==> src/rtl/cic_ctrl_pkg.sv <==
// Shared types and defaults for the CIC decimation sequencing controller.
package cic_ctrl_pkg;

  localparam int unsigned CIC_RW_DEF     = 4;
  localparam int unsigned CIC_SETTLE_DEF = 4;

  typedef enum logic [1:0] {
    ST_IDLE = 2'd0,
    ST_WARM = 2'd1,
    ST_RUN  = 2'd2,
    ST_STOP = 2'd3
  } cic_ctrl_state_t;

endpackage

==> src/rtl/cic_stage_div.sv <==
// One decimation stage: modulo-(div+1) counter that pulses wrap on its terminal advance.
module cic_stage_div
  import cic_ctrl_pkg::*;
#(
  parameter int unsigned RW = CIC_RW_DEF
) (
  input  logic          clk,
  input  logic          rst,
  input  logic          adv,
  input  logic          clr,
  input  logic [RW-1:0] div,
  output logic          wrap
);

  logic [RW-1:0] cnt;

  assign wrap = adv && (cnt == div);

  always_ff @(posedge clk or posedge rst) begin
    if (rst) begin
      cnt <= '0;
    end else if (clr) begin
      cnt <= '0;
    end else if (adv) begin
      cnt <= wrap ? '0 : cnt + RW'(1);
    end
  end

endmodule

==> src/rtl/cic_decim_ctrl.sv <==
// Sequencing controller for a cascaded CIC decimator: per-stage enables,
// datapath clear on start, start-up transient suppression and output-valid flag.
module cic_decim_ctrl
  import cic_ctrl_pkg::*;
#(
  parameter int unsigned NSTAGE = 2,
  parameter int unsigned RW     = CIC_RW_DEF,
  parameter int unsigned SETTLE = CIC_SETTLE_DEF
) (
  input  logic                 clk,
  input  logic                 rst,
  input  logic                 cfg_valid,
  output logic                 cfg_ready,
  input  logic [NSTAGE*RW-1:0] cfg_div,
  input  logic                 run,
  input  logic                 in_valid,
  output logic [NSTAGE-1:0]    en,
  output logic                 dp_clr,
  output logic                 out_valid,
  output logic                 busy
);

  localparam int unsigned WW = (SETTLE < 1) ? 1 : $clog2(SETTLE + 1);

  cic_ctrl_state_t             state_q, state_nxt;
  logic [NSTAGE-1:0][RW-1:0]   div_q;
  logic [WW-1:0]               wcnt_q, wcnt_nxt;
  logic [NSTAGE-1:0]           wrap_v;
  logic                        final_wrap;
  logic                        active_c;
  logic                        clr_c;
  logic                        dp_clr_d;
  logic                        ov_d;

  assign cfg_ready = (state_q == ST_IDLE);

  always_ff @(posedge clk or posedge rst) begin
    if (rst) begin
      div_q <= '0;
    end else if (cfg_valid && cfg_ready) begin
      div_q <= cfg_div;
    end
  end

  // Counters advance only while streaming; an abort from WARM swallows the strobe.
  assign active_c   = (state_q != ST_IDLE) && !((state_q == ST_WARM) && !run);
  assign clr_c      = (state_nxt == ST_IDLE);
  assign final_wrap = wrap_v[NSTAGE-1];

  for (genvar i = 0; i < NSTAGE; i++) begin : g_stage
    logic adv_s;
    logic wrap_s;
    if (i == 0) begin : g_first
      assign adv_s = in_valid && active_c;
    end else begin : g_next
      assign adv_s = g_stage[i-1].wrap_s;
    end
    cic_stage_div #(.RW(RW)) u_div (
      .clk  (clk),
      .rst  (rst),
      .adv  (adv_s),
      .clr  (clr_c),
      .div  (div_q[i]),
      .wrap (wrap_s)
    );
    assign wrap_v[i] = wrap_s;
  end

  always_ff @(posedge clk or posedge rst) begin
    if (rst) begin
      state_q <= ST_IDLE;
    end else begin
      state_q <= state_nxt;
    end
  end

  always_comb begin
    state_nxt = state_q;
    case (state_q)
      ST_IDLE: if (run) state_nxt = ST_WARM;
      ST_WARM: begin
        if (!run) begin
          state_nxt = ST_IDLE;
        end else if (SETTLE == 0) begin
          state_nxt = ST_RUN;
        end else if (final_wrap && ((32'(wcnt_q) + 32'd1) >= SETTLE)) begin
          state_nxt = ST_RUN;
        end
      end
      ST_RUN:  if (!run) state_nxt = ST_STOP;
      ST_STOP: if (final_wrap) state_nxt = ST_IDLE;
      default: state_nxt = ST_IDLE;
    endcase
  end

  always_comb begin
    dp_clr_d = 1'b0;
    ov_d     = 1'b0;
    wcnt_nxt = wcnt_q;
    case (state_q)
      ST_IDLE: begin
        if (run) begin
          dp_clr_d = 1'b1;
          wcnt_nxt = '0;
        end
      end
      ST_WARM: if (final_wrap) wcnt_nxt = wcnt_q + WW'(1);
      ST_RUN,
      ST_STOP: ov_d = final_wrap;
      default: ;
    endcase
  end

  always_ff @(posedge clk or posedge rst) begin
    if (rst) begin
      en        <= '0;
      dp_clr    <= 1'b0;
      out_valid <= 1'b0;
      busy      <= 1'b0;
      wcnt_q    <= '0;
    end else begin
      en        <= wrap_v;
      dp_clr    <= dp_clr_d;
      out_valid <= ov_d;
      busy      <= (state_nxt != ST_IDLE);
      wcnt_q    <= wcnt_nxt;
    end
  end

endmodule

==> config.mk <==
export PLATFORM = sky130hd
export DESIGN_NAME = cic_decim_ctrl
export DESIGN_NICKNAME = d
export VERILOG_FILES = /design/src/rtl/cic_ctrl_pkg.sv /design/src/rtl/cic_stage_div.sv /design/src/rtl/cic_decim_ctrl.sv
export SDC_FILE = /design/constraint.sdc
export NUM_CORES = 1
export LEC_CHECK = 0
export BUFFER_PORTS_ARGS = -buffer_cell sky130_fd_sc_hd__buf_4
export CAP_MARGIN = 40
export CORE_AREA = 3 3 47 66
export DETAILED_ROUTE_END_ITERATION = 16
export DIE_AREA = 0 0 50 69
export PLACE_DENSITY = 0.72
export SYNTH_ARGS = -nofsm -noshare
export SYNTH_HDL_FRONTEND = slang
export SYNTH_SLANG_ARGS = --single-unit
==> constraint.sdc <==
create_clock -name clk -period 1.66 [get_ports clk]
set_input_delay 0.083 -clock clk [delete_from_list [all_inputs] [get_ports clk]]
set_output_delay 0.083 -clock clk [all_outputs]
set_load 0.02 [all_outputs]
* Yosys cells after proc, flatten, opt, wreduce, memory -nomap -nowiden
Index checks and enable logic that the tools add are counted.
Storage, ports and cells: output and inout bits 6, input bits 13, register bits after elaboration 26, word-level logic and storage cells 58
Operators by class: multiplexer cells 18, magnitude comparators 1, reduce and logical (&&, ||, !) cells 18, $add $sub $neg 4, eq/ne operators 7
Operators by type and width (number):
- 2-to-1 mux 4 bit | 6
- 2-to-1 mux 2 bit | 5
- nonzero test 2 bit | 5
- adder 4 x 1 -> 4 bit, second input constant | 2
- == test 4 bit | 2
- one-hot mux 2 bit (4 select lines) | 1
- logical AND 1 bit | 7
- 2-to-1 mux 3 bit | 2
- one-hot mux 3 bit (2 select lines) | 1
- adder 3 x 1 -> 4 bit, second input constant | 1
- == test 2 bit, second input constant | 2
- greater-or-equal comparator 4 x 3 -> 1 bit, second input constant | 1
- zero test 2 bit | 2
- adder 3 x 1 -> 3 bit, second input constant | 1
- 2-to-1 mux 1 bit | 3
- AND reduction 3 bit | 1
- == test 2 x 1 -> 1 bit, second input constant | 1
- zero test 1 bit | 2
- != test 2 x 1 -> 1 bit, second input constant | 1
- != test 2 bit, second input constant | 1
- OR reduction 2 bit | 1

* Logic depth before layout (Yosys ltp)
depth after elaboration 13, mapped depth 7, depth with buffers taken out 5

* Hierarchy
A second synthesis with hierarchy kept.
Unflattened totals: cell total of the unflattened synthesis 118, area, all modules 1328.8 sq um
By module, submodules not included:
- cic_decim_ctrl | cells an instance 62, instances 1, area each 820.8 sq um, seq. area each 450.4 sq um
- cic_stage_div | cells an instance 28, instances 2, area each 254.0 sq um, seq. area each 100.1 sq um

* Least setup slack after synthesis
Ideal clock, no wire load.
kind flip-flop to flip-flop, from register state_q[0], to register div_q[0] (netlist bit), setup time 0.125 ns, cell stages (with the launch flop) 6, clock period less this slack 1.739 ns, data arrival time 1.614 ns, path slack -0.079 ns, buffers on the path 2, data required time 1.535 ns, cell sequence dfrtp_1 buf_4 nor2_1 and2_1 clkbuf_1 mux2_2
Between the ends: word-level cells in the longest chain between the ends 2
Ends and longest elaborated chain:
- start, declared | RTL line cic_decim_ctrl.sv:25 | cic_ctrl_state_t state_q, state_nxt;
- start signal, assigned | RTL line cic_decim_ctrl.sv:73 | state_q <= state_nxt;
- zero test 2 bit | RTL line cic_decim_ctrl.sv:35 | assign cfg_ready = (state_q == ST_IDLE);
- net cfg_ready | RTL line cic_decim_ctrl.sv:13 | output logic cfg_ready,
- logical AND 1 bit | RTL line cic_decim_ctrl.sv:40 | end else if (cfg_valid && cfg_ready) begin
- end signal, assigned | RTL line cic_decim_ctrl.sv:41 | div_q <= cfg_div;
- end, declared | RTL line cic_decim_ctrl.sv:26 | logic [NSTAGE-1:0][RW-1:0] div_q;
The timed path passes the listed nets, and every way through them passes these cells. A chain may end at the register's enable or synchronous reset.

* Worst setup path after layout
from register div_q[4] (netlist bit), to register state_q[0]
Between the ends: word-level cells in the longest chain between the ends 6, elaborated cells between the ends (all ways) 7, classes of those cells eq/ne (1); mux (4); reduce/logical (2)
Ends and longest elaborated chain:
- == test 4 bit (*) | RTL line cic_stage_div.sv:17 | assign wrap = adv && (cnt == div);
- logical AND 1 bit (*) | RTL line cic_stage_div.sv:17
- logical AND 1 bit | RTL line cic_decim_ctrl.sv:86 | end else if (final_wrap && ((32'(wcnt_q) + 32'd1) >= SETTLE)) begin
- 2-to-1 mux 2 bit | RTL line cic_decim_ctrl.sv:86
- 2-to-1 mux 2 bit | RTL line cic_decim_ctrl.sv:82 | if (!run) begin
- one-hot mux 2 bit (4 select lines) (*) | RTL line cic_decim_ctrl.sv:79 | case (state_q)
- net state_nxt[0] | RTL line cic_decim_ctrl.sv:25
Mark *: on every way through the listed nets, which the timed path passes. The rest lies on a longest branch.

==> flow_metrics.tcl <==
set metrics [dict create \
    status "complete, but fails checks" \
    violations "setup timing" \
    pwr-share-seq_pct 52.3 \
    synthFlopType "dfrtp_1" \
    clock_path_buffers 2 \
    fin_worst_skew_ps 15.9 \
    cts_buffers 3 \
    crit_path_max_fanout 8 \
    dp_hpwl_mm 1.94 \
    dp.cells 178 \
    drc_errors 0 \
    antenna_cells 0 \
    core_um2 2620 \
    layout.cells.non_filler 193 \
    layout_commonest_cell "buf_4" \
    synthAdderAreaFrac_pct 2.93 \
    power_frac_comb_pct 15.1 \
    firstDrtPassIters 4 \
    die_width_um 50 \
    rows 22 \
    min_path_type "in2reg" \
    min_period_ps 1670 \
    setup_ws_ps -13.5 \
    relSlewSlack_pct 73.9 \
    finalHoldViolations 0 \
    grt_use_total_pct 17.0 \
    ys_types 34 \
    syn_inst 114 \
    cp.arrival_ps 1910 \
    syn_avg_cell_area_um2 11.2 \
    cts_root_buf "clkbuf_4" \
    nets 174 \
    antenna_found_initial 0 \
    criticalPathCategory "reg2reg" \
    intPower_mw 1.03 \
    swShare_pct 22.7 \
    tightest_slew_ps 390 \
    finalSetupTns_ps -13.5 \
    avgViaCountPerCell 5.12 \
    synth-edff-count 0 \
    place_congestion 0.757 \
    peakVddDrop_mv 0.529 \
    cts.clk_slew.worst_paths_ps 140 \
    grt_max_degree 27 \
    synthArstFlopShare_pct 100 \
    power_density_nw_per_um2 771 \
    ant_nets 0 \
    port_buffers 18 \
    wl_per_cell_um 13.7 \
    drt_iter0_drc 37 \
    overflow 0 \
    slew_viol_final 0 \
    first_global_vias 1036 \
    p_switching_uw 302 \
    insertion_delay_ps 340 \
    rsz0062_at_grt "true" \
    clock_sinks 26 \
    synth_compound_area_share_pct 8.80 \
    drv_cap 0 \
    cp-start-kind "flip-flop" \
    cts_tree "done" \
    final_cell_mix "33 x buf_4, 26 x dfrtp_1, 9 x dlygate4sd3_1, 8 x mux2_2, 8 x xnor2_1" \
    drt_wl_total_mm 2.65 \
    muxShareOfSynthArea_pct 8.60 \
    die_area_um2 3450 \
    maxClockFrequency_ghz 0.598 \
    p_leak_nw 0.779 \
    yosys_warnings 0 \
    worstPathRequired_ps 1900 \
    synth-simple-area-share_pct 17.0 \
    area.growth.synth_to_final_pct 34.5 \
    synth_xor_area_share_pct 8.90 \
    grt_pass1_wl_mm 4.51 \
    yosysSeqAreaShare_pct 50.8 \
    syn_area_um2 1280 \
    min_period_over_period_pct 101 \
    num_vias 989 \
    setup_viol 1 \
    ios 19 \
    power_frac_clock_pct 32.6 \
    synth_top_family_by_area "simple AND/OR/NAND/NOR gates" \
    htreeDepth 1 \
    die_h_um 69 \
    crit_path_end_kind "flip-flop" \
    drive_gt1_share_pct 35.0 \
    start_util_pct 48.9 \
    syn_nets 130 \
    ys_ff_latch 26 \
    place_ws_ps -24.4 \
]
-- sequential cells by signal (all words and copies together) (netlist names) --
signal / count
state_q: 2
wcnt_q: 3
div_q: 8
busy: 1
en: 2
out_valid: 1
dp_clr: 1
g_stage.u_div.cnt: 8
-- through the flow --
stage / hold WS [ps] / total power [mW] / area (µm²) / util, %
after floorplan: 123 / 0.813 / 1290 / -
after global placement: 159 / 0.876 / 1550 / 59.4
after detailed placement: 166 / 0.886 / 1550 / 59.4
after CTS: 47.4 / 1.34 / 1700 / 64.8
after global routing: 39.5 / 1.40 / 1720 / 65.8
final: 72.7 / 1.33 / 1720 / 65.8
-- cell type report --
| class | count | area (µm²) |
|---|---|---|
| Clock inverter | 1 | 30.0 |
| Timing Repair Buffer | 43 | 349 |
| Multi-Input combinational cell | 81 | 613 |
| Fill cell | 208 | 893 |
| Clock buffer | 3 | 22.5 |
| Inverter | 3 | 11.3 |
| Tap cell | 36 | 45.0 |
| Sequential cell | 26 | 651 |
-- timing repair --
action	CTS	global route
resized for setup	0	3
setup buffers	0	2
hold buffers	9	0
pin swaps	1	2
hold endpoints to repair	34	0
setup endpoints to repair	5	10
-- path summary, 6_finish.rpt --
check | from | to | slack, ps | cells after the start
max in group asynchronous | rst | div_q[4]$_DFFE_PP0P_ | 1050 | 4
worst min register to register | div_q[6]$_DFFE_PP0P_ | div_q[6]$_DFFE_PP0P_ | 550 | 1
worst max-delay path | div_q[4]$_DFFE_PP0P_ | state_q[0]$_DFF_PP0_ | -10 | 6
worst max register to register | div_q[4]$_DFFE_PP0P_ | state_q[0]$_DFF_PP0_ | -10 | 6
worst min-delay path | run | state_q[0]$_DFF_PP0_ | 70 | 2
min in group asynchronous | rst | div_q[7]$_DFFE_PP0P_ | 350 | 4
-- routing by layer --
metal	routed length, µm	vias to the layer above	track usage [%]
li1	-	478	-
met3	59	5	2.59
met2	1500	17	30.5
met4	57	0	8.31
met5	0	-	0
met1	1030	489	18.6
-- kinds of logic (layout without fill, tap and decap cells) --
group / after synthesis / count (layout)
flops: 26 / 26
fa+ha+maj: 3 / 3
mux: 10 / 10
simple gates: 38 / 38
compound gates: 17 / 17
buf+inv: 7 / 50
xor+xnor: 13 / 13
-- worst max-delay path, cell delays in order (launching register included) --
cell,delay [ps]
dfrtp_1,430
xor2_2,190
nor4_4,280
nor3b_2,220
buf_6,160
nand2_2,60
o221a_1,240
-- cells in the mapped netlist, types with 2 or more instances --
cell      number  area share (%)
nand2_1        7             2.1
dfrtp_1       26              51
mux2i_1        2             1.6
nand3_1        4             1.6
a21oi_1        2            0.78
inv_1          3            0.88
xor2_1         5             3.4
o21ai_1        2            0.78
ha_1           3             2.9
nor3_1         6             2.3
and2_1         3             1.5
nor2_1         8             2.3
a21boi_1       2             1.2
mux2_2         8             7.0
nor2b_1        2            0.98
o21bai_1       2             1.2
xnor2_1        8             5.5
clkbuf_1       2            0.59
o21ai_0        4             1.6
-- power by group through the flow --
| stage | Clock, mW | Sequential [mW] | Combinational [mW] |
|---|---|---|---|
| after floorplan | 0 | 0.705 | 0.108 |
| after global placement | 0 | 0.705 | 0.171 |
| after detailed placement | 0 | 0.708 | 0.178 |
| after CTS | 0.454 | 0.695 | 0.195 |
| after global routing | 0.475 | 0.700 | 0.220 |
| final | 0.433 | 0.694 | 0.201 |
Note: power is estimated with default switching activity, not from simulation.
